$ cat config.mk
export PLATFORM = sky130hd
export DESIGN_NAME = imem_loader
export DESIGN_NICKNAME = d
export VERILOG_FILES = /design/src/rtl/imem_loader_pkg.sv /design/src/rtl/imem_loader.sv
export SDC_FILE = /design/constraint.sdc
export NUM_CORES = 1
export LEC_CHECK = 0
export BUFFER_PORTS_ARGS = -buffer_cell sky130_fd_sc_hd__buf_2
export CELL_PAD_IN_SITES_DETAIL_PLACEMENT = 0
export CELL_PAD_IN_SITES_GLOBAL_PLACEMENT = 1
export CORE_ASPECT_RATIO = 0.75
export CORE_MARGIN = 2
export CORE_UTILIZATION = 40
export DETAILED_ROUTE_END_ITERATION = 7
export GPL_ROUTABILITY_DRIVEN = 0
export PLACE_DENSITY = 0.92
export SYNTH_ARGS = -nofsm -noshare
export SYNTH_HDL_FRONTEND = slang
export SYNTH_SLANG_ARGS = --single-unit
$ cat constraint.sdc
create_clock -name clk -period 4.5 [get_ports clk]
set_input_delay 0.9 -clock clk [delete_from_list [all_inputs] [get_ports clk]]
set_output_delay 0.9 -clock clk [all_outputs]
set_load 0.005 [all_outputs]
$ cat src/rtl/imem_loader_pkg.sv
// Shared definitions for the instruction-memory loader and the instruction RAM it fills.
package imem_loader_pkg;

    // Default instruction memory size in 32-bit words.
    localparam int IMEM_DEPTH     = 64;

    // Incoming bytes packed into each instruction word.
    localparam int BYTES_PER_WORD = 4;

    // One-hot so that the write strobe is a single flop output.
    typedef enum logic [3:0] {
        IDLE  = 4'b0001,
        RECV  = 4'b0010,
        WRITE = 4'b0100,
        DONE  = 4'b1000
    } state_t;

    // Bit position of WRITE within the one-hot state vector.
    localparam int ST_WRITE_BIT = 2;

endpackage

$ cat src/rtl/imem_loader.sv
// Byte-stream to instruction-memory loader: packs little-endian bytes into 32-bit
// words, writes them to consecutive word addresses, and holds the core until done.
module imem_loader
    import imem_loader_pkg::*;
#(
    parameter int DEPTH = IMEM_DEPTH,
    parameter int CNT_W = $clog2(DEPTH) + 1
) (
    input  logic             clk,
    input  logic             reset_n,
    input  logic             start_i,
    input  logic [CNT_W-1:0] num_words_i,
    input  logic             byte_valid_i,
    input  logic [7:0]       byte_data_i,
    output logic             byte_ready_o,
    output logic             mem_we_o,
    output logic [31:0]      mem_addr_o,
    output logic [31:0]      mem_wdata_o,
    output logic             busy_o,
    output logic             done_o,
    output logic             cpu_hold_o,
    output logic [CNT_W-1:0] word_count_o
);

    localparam int               BIDX_W    = $clog2(BYTES_PER_WORD);
    localparam int               AW_PAD    = 32 - CNT_W - 2;
    localparam logic [CNT_W-1:0] DEPTH_C   = CNT_W'(DEPTH);
    localparam logic [BIDX_W-1:0] LAST_BYTE = BIDX_W'(BYTES_PER_WORD - 1);

    state_t              state_q;
    state_t              state_d;
    logic [CNT_W-1:0]    n_q;
    logic [CNT_W-1:0]    cnt_q;
    logic [BIDX_W-1:0]   bidx_q;
    logic [31:0]         asm_q;

    logic                start_ok;
    logic                byte_acc;
    logic [CNT_W-1:0]    n_clamped;
    logic [CNT_W-1:0]    cnt_inc;
    logic                last_word;

    // Requested length limited to the memory size so addresses stay in range.
    assign n_clamped = (num_words_i > DEPTH_C) ? DEPTH_C : num_words_i;
    // A start is only honoured when no load is in flight.
    assign start_ok  = start_i && ((state_q == IDLE) || (state_q == DONE));
    assign byte_acc  = byte_valid_i && (state_q == RECV);
    assign cnt_inc   = cnt_q + CNT_W'(1);
    assign last_word = (cnt_inc == n_q);

    // State register.
    always_ff @(posedge clk or negedge reset_n) begin
        if (!reset_n) begin
            state_q <= IDLE;
        end else begin
            state_q <= state_d;
        end
    end

    // Next-state logic.
    always_comb begin
        state_d = state_q;
        case (state_q)
            IDLE, DONE: begin
                if (start_i) begin
                    state_d = (n_clamped == '0) ? DONE : RECV;
                end
            end
            RECV: begin
                if (byte_valid_i && (bidx_q == LAST_BYTE)) begin
                    state_d = WRITE;
                end
            end
            WRITE: begin
                state_d = last_word ? DONE : RECV;
            end
            default: begin
                state_d = IDLE;
            end
        endcase
    end

    // Load length, word counter, byte index and word assembly register.
    always_ff @(posedge clk or negedge reset_n) begin
        if (!reset_n) begin
            n_q    <= '0;
            cnt_q  <= '0;
            bidx_q <= '0;
            asm_q  <= '0;
        end else begin
            if (start_ok) begin
                n_q    <= n_clamped;
                cnt_q  <= '0;
                bidx_q <= '0;
            end
            if (byte_acc) begin
                // Byte k lands in bits [8k+7:8k]; the index wraps to 0 after the last byte.
                asm_q[8*bidx_q +: 8] <= byte_data_i;
                bidx_q               <= bidx_q + BIDX_W'(1);
            end
            if (state_q == WRITE) begin
                cnt_q <= cnt_inc;
            end
        end
    end

    // Outputs decoded from state; the write strobe is taken directly from the WRITE flop.
    always_comb begin
        byte_ready_o = 1'b0;
        busy_o       = 1'b0;
        done_o       = 1'b0;
        cpu_hold_o   = 1'b1;
        mem_we_o     = state_q[ST_WRITE_BIT];
        mem_addr_o   = '0;
        mem_wdata_o  = '0;
        case (state_q)
            RECV: begin
                byte_ready_o = 1'b1;
                busy_o       = 1'b1;
            end
            WRITE: begin
                busy_o      = 1'b1;
                mem_addr_o  = {{AW_PAD{1'b0}}, cnt_q, 2'b00};
                mem_wdata_o = asm_q;
            end
            DONE: begin
                done_o     = 1'b1;
                cpu_hold_o = 1'b0;
            end
            default: begin
                cpu_hold_o = 1'b1;
            end
        endcase
    end

    assign word_count_o = cnt_q;

endmodule

=== After elaboration in Yosys (flattened, before gate mapping) ===
Cells that the tools add are included.

* Flip-flop bits (word level): 52
* Input bits: 19
* Output and inout bits: 76
* Logic and storage cells: 46

* Add/subtract/negate cells: 3
* Magnitude comparators: 1
* Eq/ne operators: 8
* Shift operators: 2
* Multiplexer cells: 17
* Reductions and logical operators: 10

{| class="wikitable"
|+ Operators by type and width
! operator !! count
|-
| 5-bit negation with 34-bit output || 1
|-
| 8-bit by 34-bit variable shift with 32-bit output, first input constant || 1
|-
| 8-bit by 34-bit variable part select with 32-bit output || 1
|-
| 32-bit bitwise mux || 1
|-
| 32-bit 2-to-1 mux || 1
|-
| 7-bit 2-to-1 mux || 3
|-
| 4-bit 2-to-1 mux || 4
|-
| 4-bit one-hot mux with 3 select lines || 1
|-
| 9-bit 2-to-1 mux || 1
|-
| 7-bit by 1-bit adder with 7-bit output, second input constant || 1
|-
| 7-bit equality test || 1
|-
| 7-bit greater-than comparator, second input constant || 1
|-
| 7-bit zero test || 1
|-
| 4-bit by 1-bit equality test with 1-bit output, second input constant || 1
|-
| 4-bit by 2-bit equality test with 1-bit output, second input constant || 1
|-
| 4-bit by 3-bit equality test with 1-bit output, second input constant || 1
|-
| 4-bit equality test, second input constant || 1
|-
| 1-bit 2-to-1 mux || 4
|-
| 2-bit 2-to-1 mux || 2
|-
| 2-bit nonzero test || 2
|-
| 2-bit OR reduction || 2
|-
| 1-bit logical AND || 3
|-
| 2-bit by 1-bit adder with 2-bit output, second input constant || 1
|-
| 2-bit equality test, second input constant || 1
|-
| other kinds (4) || 4
|}

=== Logic depth before layout (Yosys ltp) ===
Gate-level depths: netlist (run 1).

* Word-level depth: 6
* Gate-level depth with buffers: 6
* Mapped depth without buffers: 6

=== Worst setup path after synthesis (run 1) ===
Ideal clock, no wire load.

* Kind: register to output
* Start: reg state_q[0]
* End: out mem_addr_o[4]
* Data arrival time: 1.302 ns
* Required time: 3.600 ns
* Slack: 2.298 ns
* Stages on the path, launching flop included: 6
* Buffers on the path: 2
* Cell sequence: dfstp_2 -> nor2_1 -> and3_1 -> buf_4 -> clkbuf_1 -> and2_2

* Cells in the longest elaborated chain, start to end: 2

{| class="wikitable"
|+ RTL lines
! what !! RTL line !! RTL
|-
| start, declared || imem_loader.sv:30 || <nowiki>state_t state_q;</nowiki>
|-
| start signal, assigned || imem_loader.sv:56 || <nowiki>state_q <= state_d;</nowiki>
|-
| 4-bit by 3-bit equality test with 1-bit output || imem_loader.sv:116 || <nowiki>case (state_q)</nowiki>
|-
| 9-bit 2-to-1 mux || imem_loader.sv:116 ||
|-
| end, declared || imem_loader.sv:17 || <nowiki>output logic [31:0] mem_addr_o,</nowiki>
|}

Every way passes these cells.

=== Worst setup path in the final report (run 1) ===
* Start: reg state_q[1]
* End: out mem_addr_o[4]

Same word-level chain as after synthesis.

==> out/metrics.yaml, run 1 <==
status: "finished clean"
drive_gt1_frac: 0.223
cp-end-kind: "primary output"
synth_top_area_frac: 0.439
finalCritPeriodShare: 0.692
arrival_ps: 2210
setup_ws_ps: 1390
swShare: 0.334
power.switching_uw: 421
ctsHoldBuffers: 0
combinationalPowerShare: 0.255
vias: 2374
worstPathRequired_ps: 3600
cts_buffer_depth: 2
cp_max_fo: 43
antenna_found_initial: 0
worstSetupStartpoint: "state_q[1]$_DFFE_PN0P_"
via_per_inst: 4.73
drt_iter0_markers: 112
holdWs_ps: 464
fin_nets: 428
worst_r2r_path_depth: 6
setup_viol: 0
drc: 0
dp_hpwl_um: 4860
hold_viol: 0
track_usage: 0.171
drt-total-wl_um: 6450
clk_latency_ps: 310
cts_tree: "yes"
routedWlPerCell_um: 12.8
cts_sinks: 52
powerDensity_nw_per_um2: 376
hold_class: "reg -> reg"
initial_utilization: 0.419
power_frac_seq: 0.484
finalClockSkew_ps: 11.9
synth-seq-cells: 52
fp-row-count: 26
antenna_left: 0
cts_setup_buffers: 0
netlist_instances: 337
die_area_um2: 7960
drv_cap: 0
place_area_um2: 3240
yosysSeqAreaShare: 0.449
dp_slack_ps: 1650
first_global_vias: 2132
area_growth_syn_to_layout_pct: 15.6
tightest_slew_ps: 1100
cts_buffers: 5
instances_no_fill: 502
htreeDepth: 2
vdd_drop_max_mv: 0.174
period_minus_slack_ps: 3110
synth_area_leaders: "dfrtp_1 (44%), nand2_1 (11%), and2_1 (8.4%)"
hold_path_depth: 2
final_area_um2: 3360
clkTransAtPathRegs_ps: 90
dp_cells: 494
rsz0062_at_grt: "false"
coreArea_um2: 6930
critical_path_class: "reg -> out"
worstReg2RegStart: "state_q[1]$_DFFE_PN0P_"
fmax_mhz: 321
synth_area_per_cell_um2: 8.62
cp-start-kind: "flop"
intPower_uw: 840
final_common_cell: "nand2_1"
layout_common_cells: "nand2_1 (86), buf_2 (69), dfrtp_1 (51), o21ai_0 (41), and2_1 (39)"
fillers: 701
gr-total-overflow: 0
grt_pass1_wl_um: 10600
yosys_warnings: 0
portBuffers: 69
grt_max_degree: 53
synth_area_leader_cell: "dfrtp_1"
p_clk_frac: 0.260
pin_count: 95
min_from: "asm_q[24]$_DFFE_PN0P_"
drv_slew: 0
synth_cell_types: 37
drt_pass1_iterations: 4
holdPathEnd: "asm_q[24]$_DFFE_PN0P_"
setup_tns_ps: 0
timing.slew.headroom: 0.268
syn_area_um2: 2900
cts_resized: 0
antenna_cells: 0
p_leak_nw: 1.73
die_w_um: 102
reg2reg_slack_ps: 2220
timing.rr.end: "word_count_o[6]$_DFFE_PN0P_"
cts-root-buf: "clkbuf_8"
dieHeight_um: 77.8
-- power by group through the flow --
stage	Sequential, mW	Combinational [mW]	Clock (mW)
2_1_floorplan	0.602	0.260	0
3_5_place_dp	0.621	0.324	0
3_3_place_gp	0.617	0.313	0
4_1_cts	0.611	0.326	0.339
6_report	0.611	0.322	0.328
5_1_grt	0.623	0.370	0.356
-- synth_stat cells --
cell and n:
nand2_1 86, dfrtp_1 51, o21ai_0 41, and2_1 39, buf_4 27, nand3_1 18
clkbuf_1 9, ha_1 6, nand2b_1 6, xnor2_1 6, inv_1 5, a21oi_1 4
nor3b_1 4, o31ai_1 4, xor2_1 4, nor2_1 3, and2_2 2, nor3_1 2
or2_2 2, a2111oi_2 1, a22o_1 1, a31oi_1 1, and3_1 1, and3_4 1
and4_2 1, clkinv_1 1, conb_1 1, dfstp_2 1, mux2_2 1, nand3_2 1
nand3b_1 1, nor4_1 1, nor4b_1 1, nor4b_4 1, o221ai_1 1, or3_1 1
or4_1 1
-- how the worst max path moves through the flow --
stage / to / slack, ps / cells past startpoint
CTS: mem_addr_o[4] / 1320 / 4
global placement: mem_addr_o[4] / 1740 / 4
detailed placement: mem_addr_o[4] / 1650 / 4
finish: mem_addr_o[4] / 1390 / 4
global route: mem_wdata_o[4] / 1040 / 4
floorplan: mem_addr_o[4] / 2300 / 5
-- kinds of logic after synthesis --
logic type,Yosys count,share of synthesized area
other cells,1,0.00129
simple gates,172,0.300
fa+ha+maj,6,0.0259
buf+inv,42,0.0892
flops,52,0.449
compound gates,53,0.101
xor+xnor,10,0.0302
mux,1,0.00388
-- flip-flops by register name (all words and copies together) (netlist names) --
signal,cells
asm_q,32
bidx_q,2
n_q,7
state_q,4
word_count_o,7
-- worst max-delay path, stage by stage (launching register included) --
cell and delay [ps]:
dfrtp_1 430, nor2_1 180, and3_1 910, and2_2 280
buf_2 100
-- per-layer routing --
layer	GRT usage	part of all wire
met3	0.0288	0.049
met2	0.247	0.43
met5	0	0
met4	0.0453	0.011
met1	0.262	0.51
-- stage by stage --
step / utilization / total power [mW]
after floorplan: - / 0.862
after global placement: 0.468 / 0.931
after detailed placement: 0.468 / 0.944
after CTS: 0.484 / 1.28
after global routing: 0.484 / 1.35
final: 0.484 / 1.26
-- layout make-up --
type | instances | area (µm²) | area share
timing repair buffer | 71 | 360 | 0.107
tap | 98 | 123 | 0.0365
clock inverter | 3 | 46.3 | 0.0138
inverter | 6 | 22.5 | 0.00671
sequential | 52 | 1300 | 0.388
clock buffer | 5 | 68.8 | 0.0205
multi-input combinational | 267 | 1430 | 0.427
Note: power is estimated with default switching activity, not from simulation.
==> run 2, diff against run 1 <==
--- a/config.mk
+++ b/config.mk
@@ -10,10 +10,10 @@
 export CELL_PAD_IN_SITES_GLOBAL_PLACEMENT = 1
 export CORE_ASPECT_RATIO = 0.75
 export CORE_MARGIN = 2
-export CORE_UTILIZATION = 40
+export CORE_UTILIZATION = 37
 export DETAILED_ROUTE_END_ITERATION = 7
 export GPL_ROUTABILITY_DRIVEN = 0
-export PLACE_DENSITY = 0.92
+export PLACE_DENSITY = 0.86
 export SYNTH_ARGS = -nofsm -noshare
 export SYNTH_HDL_FRONTEND = slang
 export SYNTH_SLANG_ARGS = --single-unit
==> constraint.sdc (replaced) <==
create_clock -name clk -period 3.1 [get_ports clk]
set_input_delay 0.62 -clock clk [delete_from_list [all_inputs] [get_ports clk]]
set_output_delay 0.62 -clock clk [all_outputs]
set_load 0.005 [all_outputs]
==> run 2 against run 1 <==
Die area increased by 7.7%. Global-route usage is 0.16 points lower. Register-to-register slack worse by 1300 ps. Non-clock buffer count increased by 2. Sequential power increased by 46%. Worst setup slack worse by 1100 ps. Clock power increased by 20%. Design area decreased by 0.19%.
==> out/metrics.yaml, run 2 (synthesis results as in run 1) <==
status: "finished clean"
tightest_slew_ps: 966  # -133 ps
crit_chain: "nor2_1 > and3_1 > buf_4 > and2_1 > buf_2"
cpPeakStageDelay_ps: 580  # -330 ps
period_minus_slack_ps: 2770
track_usage: 0.169  # -0.00161
clk_latency_ps: 290  # -20 ps
top_register: "asm_q"
drt_pass1_iterations: 4  # unchanged
largest_reg_flops: 32  # unchanged
first_global_vias: 2224  # +4.3%
power_frac_seq: 0.499  # +0.015
htreeDepth: 2  # unchanged
fin_total_pwr_mw: 1.78  # +41%
antenna_left: 0  # unchanged
drive_gt1_frac: 0.222  # -0.00110
cts_sinks: 52  # unchanged
cts_buffers: 5  # unchanged
initial_utilization: 0.389  # -0.0301
dp_hpwl_um: 5120  # +5.4%
place_area_um2: 3260  # +0.58%
dieHeight_um: 80.7  # +3.8%
timing.slew.headroom: 0.355  # +0.0873
drv_slew: 0  # unchanged
finalCritPeriodShare: 0.895
cp-start-kind: "flop"
coreArea_um2: 7470  # +7.7%
utilization: 0.449  # -0.0357
power.switching_uw: 601  # +43%
drv_cap: 0  # unchanged
area_growth_syn_to_layout_pct: 15.3
combinationalPowerShare: 0.281  # +0.026
arrival_ps: 2150  # -60 ps
antenna_found_initial: 0  # unchanged
cts_buffer_depth: 2  # unchanged
ctsHoldBuffers: 0  # unchanged
cp_max_fo: 23  # -47%
fmax_mhz: 361
vias: 2310  # -2.7%
cp-end-kind: "primary output"
fillers: 764  # +9.0%
hold_viol: 0  # unchanged
grt_max_degree: 53  # unchanged
routedWlPerCell_um: 13.6  # +6.2%
finalClockSkew_ps: 2.93  # -8.94 ps
gr-total-overflow: 0  # unchanged
drc: 0  # unchanged
swShare: 0.337  # +0.00354
p_clk_frac: 0.220  # -0.040
critical_path_class: "reg -> out"
worst_r2r_path_depth: 5  # -1
final_common_cell: "nand2_1"
fin_nets: 430  # +0.47%
powerDensity_nw_per_um2: 532  # +42%
vdd_drop_max_mv: 0.270  # +55%
setup_tns_ps: 0  # unchanged
path_buf_inv: 2  # +1
via_per_inst: 4.56  # -3.7%
drt-total-wl_um: 6910  # +7.3%
intPower_mw: 1.18  # +41%
die_w_um: 106  # +3.8%
die_area_um2: 8580  # +7.7%
path_delay_family: "simple AND/OR/NAND/NOR gates"
pin_count: 95  # unchanged
setup_viol: 0  # unchanged
layout_common_cells: "nand2_1 (86), buf_2 (69), dfrtp_1 (51), o21ai_0 (41), and2_1 (39)"
critPathSlowestCell: "and3_1"
worst-path-stages: 5  # +1
final_area_um2: 3350  # -0.19%
portBuffers: 69  # unchanged
cts_tree: "yes"
grt_pass1_wl_um: 11300  # +6.6%
clkTransAtPathRegs_ps: 90  # about the same
cts-root-buf: "clkbuf_8"
fp-row-count: 27  # +3.8%
antenna_cells: 0  # unchanged
hold_class: "in -> async"
cts_resized: 0  # unchanged
drt_iter0_markers: 96  # -14%
worstPathRequired_ps: 2480  # -1120 ps
cts_setup_buffers: 0  # unchanged
rsz0062_at_grt: "false"
p_leak_nw: 1.73  # about the same
run 2: cell type report:
cell class	instances	area [µm²]	area share
Tap cell	101	126	0.0377
Multi-Input combinational cell	267	1430	0.428
Timing Repair Buffer	73	375	0.112
Clock buffer	8	90.1	0.0269
Inverter	6	22.5	0.00672
Sequential cell	52	1300	0.389
run 2: stage by stage:
step / cells / worst slack [ps] / hold WS (ps)
after floorplan: 361 / 1180 / 324
after global placement: 499 / 727 / 447
after detailed placement: 499 / 640 / 458
after CTS: 507 / 296 / 456
after global routing: 507 / 120 / 486
final: 507 / 326 / 431
run 2: power groups by stage:
stage | clock network (mW) | registers [mW] | logic, mW
2_1_floorplan | 0 | 0.874 | 0.378
3_3_place_gp | 0 | 0.900 | 0.482
3_5_place_dp | 0 | 0.905 | 0.501
4_1_cts | 0.405 | 0.891 | 0.506
5_1_grt | 0.437 | 0.907 | 0.576
6_report | 0.392 | 0.890 | 0.500
run 2: path summary, 6_finish.rpt:
check / from / to / slack (ps)
setup / recovery: state_q[1]$_DFFE_PN0P_ / mem_wdata_o[11] / 330
hold / removal: reset_n / n_q[5]$_DFFE_PN0P_ / 430
setup reg to reg: bidx_q[0]$_DFFE_PN0P_ / asm_q[20]$_DFFE_PN0P_ / 920
hold reg to reg: asm_q[31]$_DFFE_PN0P_ / asm_q[31]$_DFFE_PN0P_ / 470
max in group asynchronous: reset_n / asm_q[24]$_DFFE_PN0P_ / 2230
min in group clk: asm_q[31]$_DFFE_PN0P_ / asm_q[31]$_DFFE_PN0P_ / 470
run 2: layer usage:
metal,track usage,part of all wire
met1,0.247,0.50
met4,0.0434,0.0074
met5,0,0
met2,0.258,0.45
met3,0.0325,0.045
